## config.mk

```make
export PLATFORM = sky130hd
export DESIGN_NAME = round_controller_flat
export DESIGN_NICKNAME = d
export VERILOG_FILES = /design/src/rtl/kof_pkg.sv /design/src/rtl/round_controller_if.sv /design/src/rtl/hit_accumulator.sv /design/src/rtl/round_controller.sv /design/src/flat_wrapper.sv
export SDC_FILE = /design/constraint.sdc
export NUM_CORES = 1
export LEC_CHECK = 0
export ABC_CLOCK_PERIOD_IN_PS = 3000
export CAP_MARGIN = 20
export CORE_ASPECT_RATIO = 0.8
export CORE_MARGIN = 2
export CORE_UTILIZATION = 40
export DETAILED_ROUTE_END_ITERATION = 8
export DONT_BUFFER_PORTS = 1
export PLACE_DENSITY = 0.53
export RECOVER_POWER = 25
export SLEW_MARGIN = 20
export SYNTH_ARGS = -nofsm -noshare
export SYNTH_HDL_FRONTEND = slang
export SYNTH_HIERARCHICAL = 1
export SYNTH_SLANG_ARGS = --single-unit
```

## constraint.sdc

```tcl
create_clock -name clk -period 3 [get_ports clk]
set_input_delay 0.6 -clock clk [delete_from_list [all_inputs] [get_ports clk]]
set_output_delay 0.6 -clock clk [all_outputs]
set_load 0.02 [all_outputs]
```

## src/rtl/kof_pkg.sv

```systemverilog
`default_nettype none
// kof_pkg -- shared FSM states, winner codes and lane helpers for round_controller.
// Revision: 1.0
package kof_pkg;

   localparam int DMG_W = 8;

   typedef enum logic [2:0] {
      ST_IDLE      = 3'd0,
      ST_INTRO     = 3'd1,
      ST_FIGHT     = 3'd2,
      ST_KO        = 3'd3,
      ST_MATCH_END = 3'd4
   } state_t;

   typedef enum logic [1:0] {
      WIN_NONE = 2'd0,
      WIN_P1   = 2'd1,
      WIN_P2   = 2'd2,
      WIN_DRAW = 2'd3
   } winner_t;

   typedef struct packed {
      logic [DMG_W-1:0] p1;
      logic [DMG_W-1:0] p2;
   } lanes_t;

   function automatic lanes_t split_lanes(input logic [2*DMG_W-1:0] i_word);
      return lanes_t'(i_word);
   endfunction

endpackage
`default_nettype wire

```

## src/rtl/round_controller_if.sv

```systemverilog
`default_nettype none
// round_controller_if -- match-sequencer bus (game inputs, Blood_Counter link, status).
// Revision: 1.0; time_left only exists when ROUND_TIMER_EN is defined.
interface round_controller_if #(
   parameter int DMG_W = 8
);
   logic               start;
   logic               frame_tick;
   logic               hit_p1;
   logic [DMG_W-1:0]   dmg_p1;
   logic               hit_p2;
   logic [DMG_W-1:0]   dmg_p2;
   logic [2*DMG_W-1:0] blood;
   logic               over;
   logic               keep;
   logic               fresh;
   logic [2*DMG_W-1:0] blood_dec;
   logic [2:0]         state;
   logic [1:0]         round;
   logic [1:0]         wins_p1;
   logic [1:0]         wins_p2;
   logic [1:0]         winner;
   logic               match_done;
`ifdef ROUND_TIMER_EN
   logic [12:0]        time_left;
`endif

   modport master (
      output start, frame_tick, hit_p1, dmg_p1, hit_p2, dmg_p2, blood, over,
      input  keep, fresh, blood_dec, state, round, wins_p1, wins_p2, winner,
      input  match_done
`ifdef ROUND_TIMER_EN
      , input time_left
`endif
   );

   modport slave (
      input  start, frame_tick, hit_p1, dmg_p1, hit_p2, dmg_p2, blood, over,
      output keep, fresh, blood_dec, state, round, wins_p1, wins_p2, winner,
      output match_done
`ifdef ROUND_TIMER_EN
      , output time_left
`endif
   );

endinterface
`default_nettype wire

```

## src/rtl/hit_accumulator.sv

```systemverilog
`default_nettype none
// hit_accumulator -- one damage lane: saturating per-frame sum, flushed into a one-cycle decrement.
// Revision: 1.0
module hit_accumulator #(
   parameter int DMG_W = 8
) (
   input  wire logic             clk,
   input  wire logic             reset,
   input  wire logic             i_clr,
   input  wire logic             i_en,
   input  wire logic             i_flush,
   input  wire logic             i_hit,
   input  wire logic [DMG_W-1:0] i_dmg,
   output logic      [DMG_W-1:0] o_dec
);

   logic [DMG_W-1:0] r_pend;
   logic [DMG_W-1:0] r_dec;
   logic [DMG_W:0]   w_sum;
   logic [DMG_W-1:0] w_sat;
   logic [DMG_W-1:0] w_load;

   assign w_sum  = {1'b0, r_pend} + {1'b0, i_dmg};
   assign w_sat  = w_sum[DMG_W] ? {DMG_W{1'b1}} : w_sum[DMG_W-1:0];
   // A hit landing on the flush cycle seeds the next frame instead of joining this one.
   assign w_load = (i_en && i_hit) ? i_dmg : '0;
   assign o_dec  = r_dec;

   always_ff @(posedge clk or negedge reset) begin
      if (!reset) begin
         r_pend <= '0;
         r_dec  <= '0;
      end else begin
         r_dec <= i_flush ? r_pend : '0;
         if (i_clr) begin
            r_pend <= '0;
         end else if (i_flush) begin
            r_pend <= w_load;
         end else if (i_en && i_hit) begin
            r_pend <= w_sat;
         end
      end
   end

endmodule
`default_nettype wire

```

## src/rtl/round_controller.sv

```systemverilog
`default_nettype none
// round_controller -- intro/fight/KO round sequencer driving the Blood_Counter; optional ROUND_TIMER_EN adds a fight timer.
// Revision: 1.0
module round_controller #(
   parameter int INTRO_FRAMES  = 60,
   parameter int KO_FRAMES     = 90,
   parameter int ROUNDS_TO_WIN = 2,
   parameter int DMG_W         = 8
`ifdef ROUND_TIMER_EN
   , parameter int TIME_FRAMES = 5400
`endif
) (
   input wire logic          clk,
   input wire logic          reset,
   round_controller_if.slave bus
);
   import kof_pkg::*;

   localparam int MAX_ROUNDS = 2*ROUNDS_TO_WIN - 1;
   localparam int CNT_MAX    = (INTRO_FRAMES > KO_FRAMES) ? INTRO_FRAMES : KO_FRAMES;
   localparam int CNT_W      = $clog2(CNT_MAX + 1);

   localparam logic [CNT_W-1:0] c_intro_last = CNT_W'(INTRO_FRAMES - 1);
   localparam logic [CNT_W-1:0] c_ko_last    = CNT_W'(KO_FRAMES - 1);
   localparam logic [CNT_W-1:0] c_cnt_one    = CNT_W'(1);
   localparam logic [1:0]       c_wins_goal  = 2'(ROUNDS_TO_WIN);
   localparam logic [1:0]       c_last_round = 2'(MAX_ROUNDS - 1);

   state_t           r_state, w_state_nxt;
   winner_t          r_winner, w_winner_nxt;
   logic [CNT_W-1:0] r_cnt, w_cnt_nxt;
   logic [1:0]       r_round, w_round_nxt;
   logic [1:0]       r_wins1, w_wins1_nxt;
   logic [1:0]       r_wins2, w_wins2_nxt;
   logic             r_keep;
   logic             r_fresh;
   logic             r_match_done;
   logic             w_flush;
   logic             w_ko;
   logic             w_en;
   logic             w_clr;
   lanes_t           w_blood;
   logic [DMG_W-1:0] w_dec_p1;
   logic [DMG_W-1:0] w_dec_p2;
`ifdef ROUND_TIMER_EN
   logic [12:0]      r_time, w_time_nxt;
   logic             w_expire;
`endif

   assign w_blood = split_lanes(bus.blood);
   assign w_clr   = (w_state_nxt == ST_INTRO) && (r_state != ST_INTRO);

   always_comb begin
      w_state_nxt  = r_state;
      w_cnt_nxt    = r_cnt;
      w_round_nxt  = r_round;
      w_wins1_nxt  = r_wins1;
      w_wins2_nxt  = r_wins2;
      w_winner_nxt = r_winner;
      w_flush      = 1'b0;
      w_ko         = 1'b0;
      w_en         = 1'b0;
`ifdef ROUND_TIMER_EN
      w_time_nxt   = r_time;
      w_expire     = 1'b0;
`endif
      case (r_state)
         ST_IDLE, ST_MATCH_END: begin
            if (bus.start) begin
               w_state_nxt  = ST_INTRO;
               w_cnt_nxt    = '0;
               w_round_nxt  = 2'd0;
               w_wins1_nxt  = 2'd0;
               w_wins2_nxt  = 2'd0;
               w_winner_nxt = WIN_NONE;
            end
         end
         ST_INTRO: begin
            if (bus.frame_tick) begin
               if (r_cnt == c_intro_last) begin
                  w_state_nxt = ST_FIGHT;
                  w_cnt_nxt   = '0;
`ifdef ROUND_TIMER_EN
                  w_time_nxt  = 13'(TIME_FRAMES);
`endif
               end else begin
                  w_cnt_nxt = r_cnt + c_cnt_one;
               end
            end
         end
         ST_FIGHT: begin
`ifdef ROUND_TIMER_EN
            if (bus.frame_tick && (r_time != 13'd0)) begin
               w_time_nxt = r_time - 13'd1;
               w_expire   = (r_time == 13'd1);
            end
`endif
            // A KO decision suppresses the flush so blood freezes at the deciding value.
            if (bus.over) begin
               w_ko = 1'b1;
               if ((w_blood.p2 == '0) && (w_blood.p1 != '0)) begin
                  w_winner_nxt = WIN_P1;
                  w_wins1_nxt  = r_wins1 + 2'd1;
               end else if ((w_blood.p1 == '0) && (w_blood.p2 != '0)) begin
                  w_winner_nxt = WIN_P2;
                  w_wins2_nxt  = r_wins2 + 2'd1;
               end else begin
                  w_winner_nxt = WIN_DRAW;
               end
            end
`ifdef ROUND_TIMER_EN
            else if (w_expire) begin
               w_ko = 1'b1;
               if (w_blood.p1 > w_blood.p2) begin
                  w_winner_nxt = WIN_P1;
                  w_wins1_nxt  = r_wins1 + 2'd1;
               end else if (w_blood.p2 > w_blood.p1) begin
                  w_winner_nxt = WIN_P2;
                  w_wins2_nxt  = r_wins2 + 2'd1;
               end else begin
                  w_winner_nxt = WIN_DRAW;
               end
            end
`endif
            else begin
               w_en    = 1'b1;
               w_flush = bus.frame_tick;
            end
            if (w_ko) begin
               w_state_nxt = ST_KO;
               w_cnt_nxt   = '0;
            end
         end
         ST_KO: begin
            if (bus.frame_tick) begin
               if (r_cnt == c_ko_last) begin
                  w_cnt_nxt = '0;
                  if ((r_wins1 == c_wins_goal) || (r_wins2 == c_wins_goal) ||
                      (r_round == c_last_round)) begin
                     w_state_nxt = ST_MATCH_END;
                     if (r_wins1 > r_wins2) begin
                        w_winner_nxt = WIN_P1;
                     end else if (r_wins2 > r_wins1) begin
                        w_winner_nxt = WIN_P2;
                     end else begin
                        w_winner_nxt = WIN_DRAW;
                     end
                  end else begin
                     w_state_nxt = ST_INTRO;
                     w_round_nxt = r_round + 2'd1;
                  end
               end else begin
                  w_cnt_nxt = r_cnt + c_cnt_one;
               end
            end
         end
         default: begin
            w_state_nxt = ST_IDLE;
         end
      endcase
   end

   always_ff @(posedge clk or negedge reset) begin
      if (!reset) begin
         r_state      <= ST_IDLE;
         r_cnt        <= '0;
         r_round      <= 2'd0;
         r_wins1      <= 2'd0;
         r_wins2      <= 2'd0;
         r_winner     <= WIN_NONE;
         r_keep       <= 1'b1;
         r_fresh      <= 1'b0;
         r_match_done <= 1'b0;
`ifdef ROUND_TIMER_EN
         r_time       <= 13'd0;
`endif
      end else begin
         r_state      <= w_state_nxt;
         r_cnt        <= w_cnt_nxt;
         r_round      <= w_round_nxt;
         r_wins1      <= w_wins1_nxt;
         r_wins2      <= w_wins2_nxt;
         r_winner     <= w_winner_nxt;
         r_keep       <= (w_state_nxt == ST_IDLE) || (w_state_nxt == ST_INTRO);
         r_fresh      <= w_flush;
         r_match_done <= (w_state_nxt == ST_MATCH_END);
`ifdef ROUND_TIMER_EN
         r_time       <= w_time_nxt;
`endif
      end
   end

   // Damage from P2's hits lands on P1's lane and vice versa.
   hit_accumulator #(.DMG_W(DMG_W)) u_acc_p1 (
      .clk     (clk),
      .reset   (reset),
      .i_clr   (w_clr),
      .i_en    (w_en),
      .i_flush (w_flush),
      .i_hit   (bus.hit_p2),
      .i_dmg   (bus.dmg_p2),
      .o_dec   (w_dec_p1)
   );

   hit_accumulator #(.DMG_W(DMG_W)) u_acc_p2 (
      .clk     (clk),
      .reset   (reset),
      .i_clr   (w_clr),
      .i_en    (w_en),
      .i_flush (w_flush),
      .i_hit   (bus.hit_p1),
      .i_dmg   (bus.dmg_p1),
      .o_dec   (w_dec_p2)
   );

   assign bus.keep       = r_keep;
   assign bus.fresh      = r_fresh;
   assign bus.blood_dec  = {w_dec_p1, w_dec_p2};
   assign bus.state      = r_state;
   assign bus.round      = r_round;
   assign bus.wins_p1    = r_wins1;
   assign bus.wins_p2    = r_wins2;
   assign bus.winner     = r_winner;
   assign bus.match_done = r_match_done;
`ifdef ROUND_TIMER_EN
   assign bus.time_left  = r_time;
`endif

endmodule
`default_nettype wire

```

## src/flat_wrapper.sv

```systemverilog
// flat-port wrapper written by rule: the top's interface ports become plain ports
module round_controller_flat import kof_pkg::*;
#(
   parameter int INTRO_FRAMES  = 60,
   parameter int KO_FRAMES     = 90,
   parameter int ROUNDS_TO_WIN = 2,
   parameter int DMG_W         = 8

)
  (clk, reset, bus_start, bus_frame_tick, bus_hit_p1, bus_dmg_p1, bus_hit_p2, bus_dmg_p2, bus_blood, bus_over, bus_keep, bus_fresh, bus_blood_dec, bus_state, bus_round, bus_wins_p1, bus_wins_p2, bus_winner, bus_match_done);
  round_controller_if #(.DMG_W(DMG_W)) bus_i ();
  input wire logic clk;
  input wire logic reset;
  input wire logic [$bits(bus_i.start)-1:0] bus_start;
  input wire logic [$bits(bus_i.frame_tick)-1:0] bus_frame_tick;
  input wire logic [$bits(bus_i.hit_p1)-1:0] bus_hit_p1;
  input wire logic [$bits(bus_i.dmg_p1)-1:0] bus_dmg_p1;
  input wire logic [$bits(bus_i.hit_p2)-1:0] bus_hit_p2;
  input wire logic [$bits(bus_i.dmg_p2)-1:0] bus_dmg_p2;
  input wire logic [$bits(bus_i.blood)-1:0] bus_blood;
  input wire logic [$bits(bus_i.over)-1:0] bus_over;
  output wire logic [$bits(bus_i.keep)-1:0] bus_keep;
  output wire logic [$bits(bus_i.fresh)-1:0] bus_fresh;
  output wire logic [$bits(bus_i.blood_dec)-1:0] bus_blood_dec;
  output wire logic [$bits(bus_i.state)-1:0] bus_state;
  output wire logic [$bits(bus_i.round)-1:0] bus_round;
  output wire logic [$bits(bus_i.wins_p1)-1:0] bus_wins_p1;
  output wire logic [$bits(bus_i.wins_p2)-1:0] bus_wins_p2;
  output wire logic [$bits(bus_i.winner)-1:0] bus_winner;
  output wire logic [$bits(bus_i.match_done)-1:0] bus_match_done;
  assign bus_i.start = bus_start;
  assign bus_i.frame_tick = bus_frame_tick;
  assign bus_i.hit_p1 = bus_hit_p1;
  assign bus_i.dmg_p1 = bus_dmg_p1;
  assign bus_i.hit_p2 = bus_hit_p2;
  assign bus_i.dmg_p2 = bus_dmg_p2;
  assign bus_i.blood = bus_blood;
  assign bus_i.over = bus_over;
  assign bus_keep = bus_i.keep;
  assign bus_fresh = bus_i.fresh;
  assign bus_blood_dec = bus_i.blood_dec;
  assign bus_state = bus_i.state;
  assign bus_round = bus_i.round;
  assign bus_wins_p1 = bus_i.wins_p1;
  assign bus_wins_p2 = bus_i.wins_p2;
  assign bus_winner = bus_i.winner;
  assign bus_match_done = bus_i.match_done;
  round_controller #(.INTRO_FRAMES(INTRO_FRAMES), .KO_FRAMES(KO_FRAMES), .ROUNDS_TO_WIN(ROUNDS_TO_WIN), .DMG_W(DMG_W)) u_core (.clk(clk), .reset(reset), .bus(bus_i));
endmodule
```

==> flow_summary_export.csv <==
group,metric,value,unit
clock_tree,cts.clk_slew.worst_paths,0.10,ns
grt,grt_max_degree,53,
clock_tree,cts_buffer_depth,2,
synthesis,netlist_top_cells_count,"dfrtp_1 (52), nand2_1 (39), ha_1 (23)",
sta,tightest_slew,2.27,ns
worst_setup_path,cp-end-kind,"flip-flop",
clock_tree,htreeDepth,2,
synthesis,syn_nets,379,
synthesis,syn_area_per_cell,10.1,um^2
sta,clock_skew,0.00227,ns
synthesis,yosysWarningCount,6,
detailed_routing,initialDrtViolationCount,75,
power,p_clk_frac,0.298,
place,post-dp-hpwl,5410,um
worst_setup_path,path_cells,"inv_1 > ha_1 > or3_1 > nand4_1 > a31oi_1 > nor3_4 > nor2_1 > o21ai_0 > a21boi_0 > a31oi_1",
worst_setup_path,cp-startpoint,"u_core/bus.wins_p1[0]$_DFFE_PN0P_",
grt,gr-total-overflow,0,
clock_tree,cts_buffers,5,
synthesis,synth_area,3170,um^2
grt,grt_pass1_wl,12000,um
sta,hold_viol,0,
sta,finalCritPeriodShare,0.848,
cells_and_area,drive_gt1_frac,0.125,
power,p_total,1.37,mW
synthesis,synthSimpleGateAreaFrac,0.212,
clock_tree,cts-root-buf,"clkbuf_8",
detailed_routing,route.detailed.drc,0,
grt,grt_pass1_vias,2354,
power,power_density,396,nW/um^2
sta,setup_violations,0,
place,gp_congestion,0.863,
detailed_routing,firstDrtPassIters,6,
sta,setup-tns-final,0,ns
die,rows,29,
grt,grt_use_total,0.169,
worst_setup_path,crit_type,"reg -> reg",
synthesis,syn_inst,315,
synthesis,synth-edff-count,0,
worst_setup_path,cp_common_cell,"a31oi_1",
place,io_buffers,0,
outcome,outcome,"finished, violations left",
worst_setup_path,cp-start-kind,"flip-flop",
worst_hold_path,min_path_type,"in -> async",
die,coreArea,7800,um^2
synthesis,synth_top_area_frac,0.410,
power,ir_drop,0.198,mV
synthesis,ys_async_sr_fraction,1.00,
worst_setup_path,r2r_start,"u_core/bus.wins_p1[0]$_DFFE_PN0P_",
die,initial_core_util,0.407,
synthesis,yosysMostFrequentCell,"dfrtp_1",
synthesis,synth_area_leaders,"dfrtp_1 (41%), ha_1 (9.1%), nand2_1 (4.6%)",
synthesis,synth_compound_area_frac,0.197,
outcome,failed_checks,"max-capacitance violations, max-slew violations",
synthesis,synthAdderAreaFrac,0.103,
synthesis,yosysSeqAreaShare,0.418,
detailed_routing,drt-vias-per-instance,5.38,
synthesis,synth_xor_area_frac,0.0166,
worst_setup_path,cp_max_fo,8,
cells_and_area,area_growth_syn_to_layout,8.71,%
sta,relSlewSlack,-0.512,
clock_tree,cts_sinks,53,
synthesis,synth_top_area_cell,"dfrtp_1",
clock_tree,cts_tree,"yes",
synthesis,synthFlopType,"dfrtp_1",
detailed_routing,wl_per_cell,16.1,um
sta,fmax,0.393,GHz
power,swShare,0.277,
die,io_pins,69,
worst_setup_path,rrSetupSlack,0.46,ns
die,die_x,104,um
sta,slew_viol_final,53,
synthesis,synth_cell_type_count,57,
detailed_routing,num_vias,2352,
power,switchingPower,0.379,mW
sta,rsz0062_at_grt,"false",
die,die_h,83.7,um
clock_tree,clock_latency,0.30,ns
cells_and_area,diodes,0,
power,pwr-share-comb,0.128,
synthesis,synth.ff_latch_count,53,
detailed_routing,drt-total-wl,7030,um
detailed_routing,ant_nets,0,
worst_setup_path,reg2reg_depth,10,
worst_setup_path,crit_arrival,2.73,ns
sta,min_period,2.54,ns
power,p_seq_frac,0.573,
cells_and_area,fin_nets,392,
worst_setup_path,crit_required,3.19,ns
worst_setup_path,timing.rr.end,"u_core/u_acc_p1/r_pend[7]$_DFFE_PN0P_",
die,dieArea,8670,um^2
power,p_int,0.987,mW
worst_setup_path,cp_slowest_cell,"dfrtp_1",
run,drv_cap,1,
grt,grt_antenna_before_repair,0,
power,power_leakage,1.64,nW
synthesis,synthMuxAreaShare,0.0300,
worst_setup_path,slowest_delay,0.49,ns
synthesis,synth_top_family_by_area,"simple AND/OR/NAND/NOR gates",
final cells by class:
cell class	instances	area, um^2
clock buffers	5	68.8
clock inverters	3	21.3
fillers	773	4350
inverters	14	52.6
multi-input cells	245	1770
flip-flops and latches	53	1330
well taps	108	135
repair buffers	9	72.6
worst max-delay path by stage:
stage | cells past startpoint | endpoint
floorplan | 7 | u_core/u_acc_p1/r_pend[3]$_DFFE_PN0P_
finish | 10 | u_core/u_acc_p1/r_pend[7]$_DFFE_PN0P_
CTS | 10 | u_core/u_acc_p1/r_pend[7]$_DFFE_PN0P_
global placement | 10 | u_core/u_acc_p2/r_pend[7]$_DFFE_PN0P_
detailed placement | 10 | u_core/u_acc_p1/r_pend[7]$_DFFE_PN0P_
global route | 10 | u_core/u_acc_p1/r_pend[7]$_DFFE_PN0P_
layout by cell type, fill, tap and decap left out, types with 6 or more instances in the layout:
cell      synthesis  final
a21oi_1           9      9
and2_1           21     21
buf_4             0      8
dfrtp_1          52     52
ha_1             23     23
inv_1            14     14
nand2_1          39     39
nand3_1           6      6
nor2_1           21     21
o21ai_0           7      7
o221ai_1         12     12
or2_1             6      6
xor2_1            6      6
logic make-up (layout without fill, tap and decap cells):
family / after synthesis / after routing
compound gates: 79 / 79
xor+xnor: 6 / 6
fa+ha+maj: 25 / 25
buf+inv: 17 / 31
flops: 53 / 53
mux: 9 / 9
simple gates: 126 / 126
power by group through the flow:
stage / clock network (mW) / registers [mW] / logic (mW)
final: 0.408 / 0.783 / 0.175
after global placement: 0 / 0.797 / 0.160
after CTS: 0.426 / 0.783 / 0.181
after detailed placement: 0 / 0.797 / 0.162
after floorplan: 0 / 0.787 / 0.134
after global routing: 0.458 / 0.791 / 0.202
state kept, by name, indices dropped and copies added, names as in the netlist, 2 cells and up:
register,cells
u_core/bus.round,2
u_core/bus.state,3
u_core/bus.winner,2
u_core/bus.wins_p1,2
u_core/bus.wins_p2,2
u_core/r_cnt,7
u_core/u_acc_p1/o_dec,8
u_core/u_acc_p1/r_pend,8
u_core/u_acc_p2/o_dec,8
u_core/u_acc_p2/r_pend,8
worst max-delay path, delay by kind of cell, from the launching register on:
family / cells / cell delay [ns]
compound gates: 4 / 0.51
fa+ha+maj: 1 / 0.21
buf+inv: 1 / 0.11
flops: 1 / 0.49
simple gates: 4 / 1.09
stage by stage:
step | cells | setup slack, ns | area, um^2 | hold slack, ns | util
6_report | 437 | 0.456 | 3450 | 0.124 | 0.442
5_1_grt | 437 | 0.130 | 3450 | 0.0964 | 0.442
4_1_cts | 437 | 0.419 | 3470 | 0.112 | 0.444
3_5_place_dp | 428 | 0.434 | 3350 | 0.306 | 0.429
3_3_place_gp | 428 | 0.507 | 3350 | 0.306 | 0.429
2_1_floorplan | 315 | 0.674 | 3170 | 0.304 | -
routing by layer:
layer	GRT usage	share of wire
met3	0.0500	0.059
met2	0.258	0.43
met1	0.239	0.50
met4	0.0369	0.0081
met5	0	0
repair_timing:
item,4_1_cts,5_1_grt
gates resized for setup,0,0
hold buffers,1,0
setup buffers,0,0
hold endpoints to repair,52,0
(Power assumes the default switching activity.)
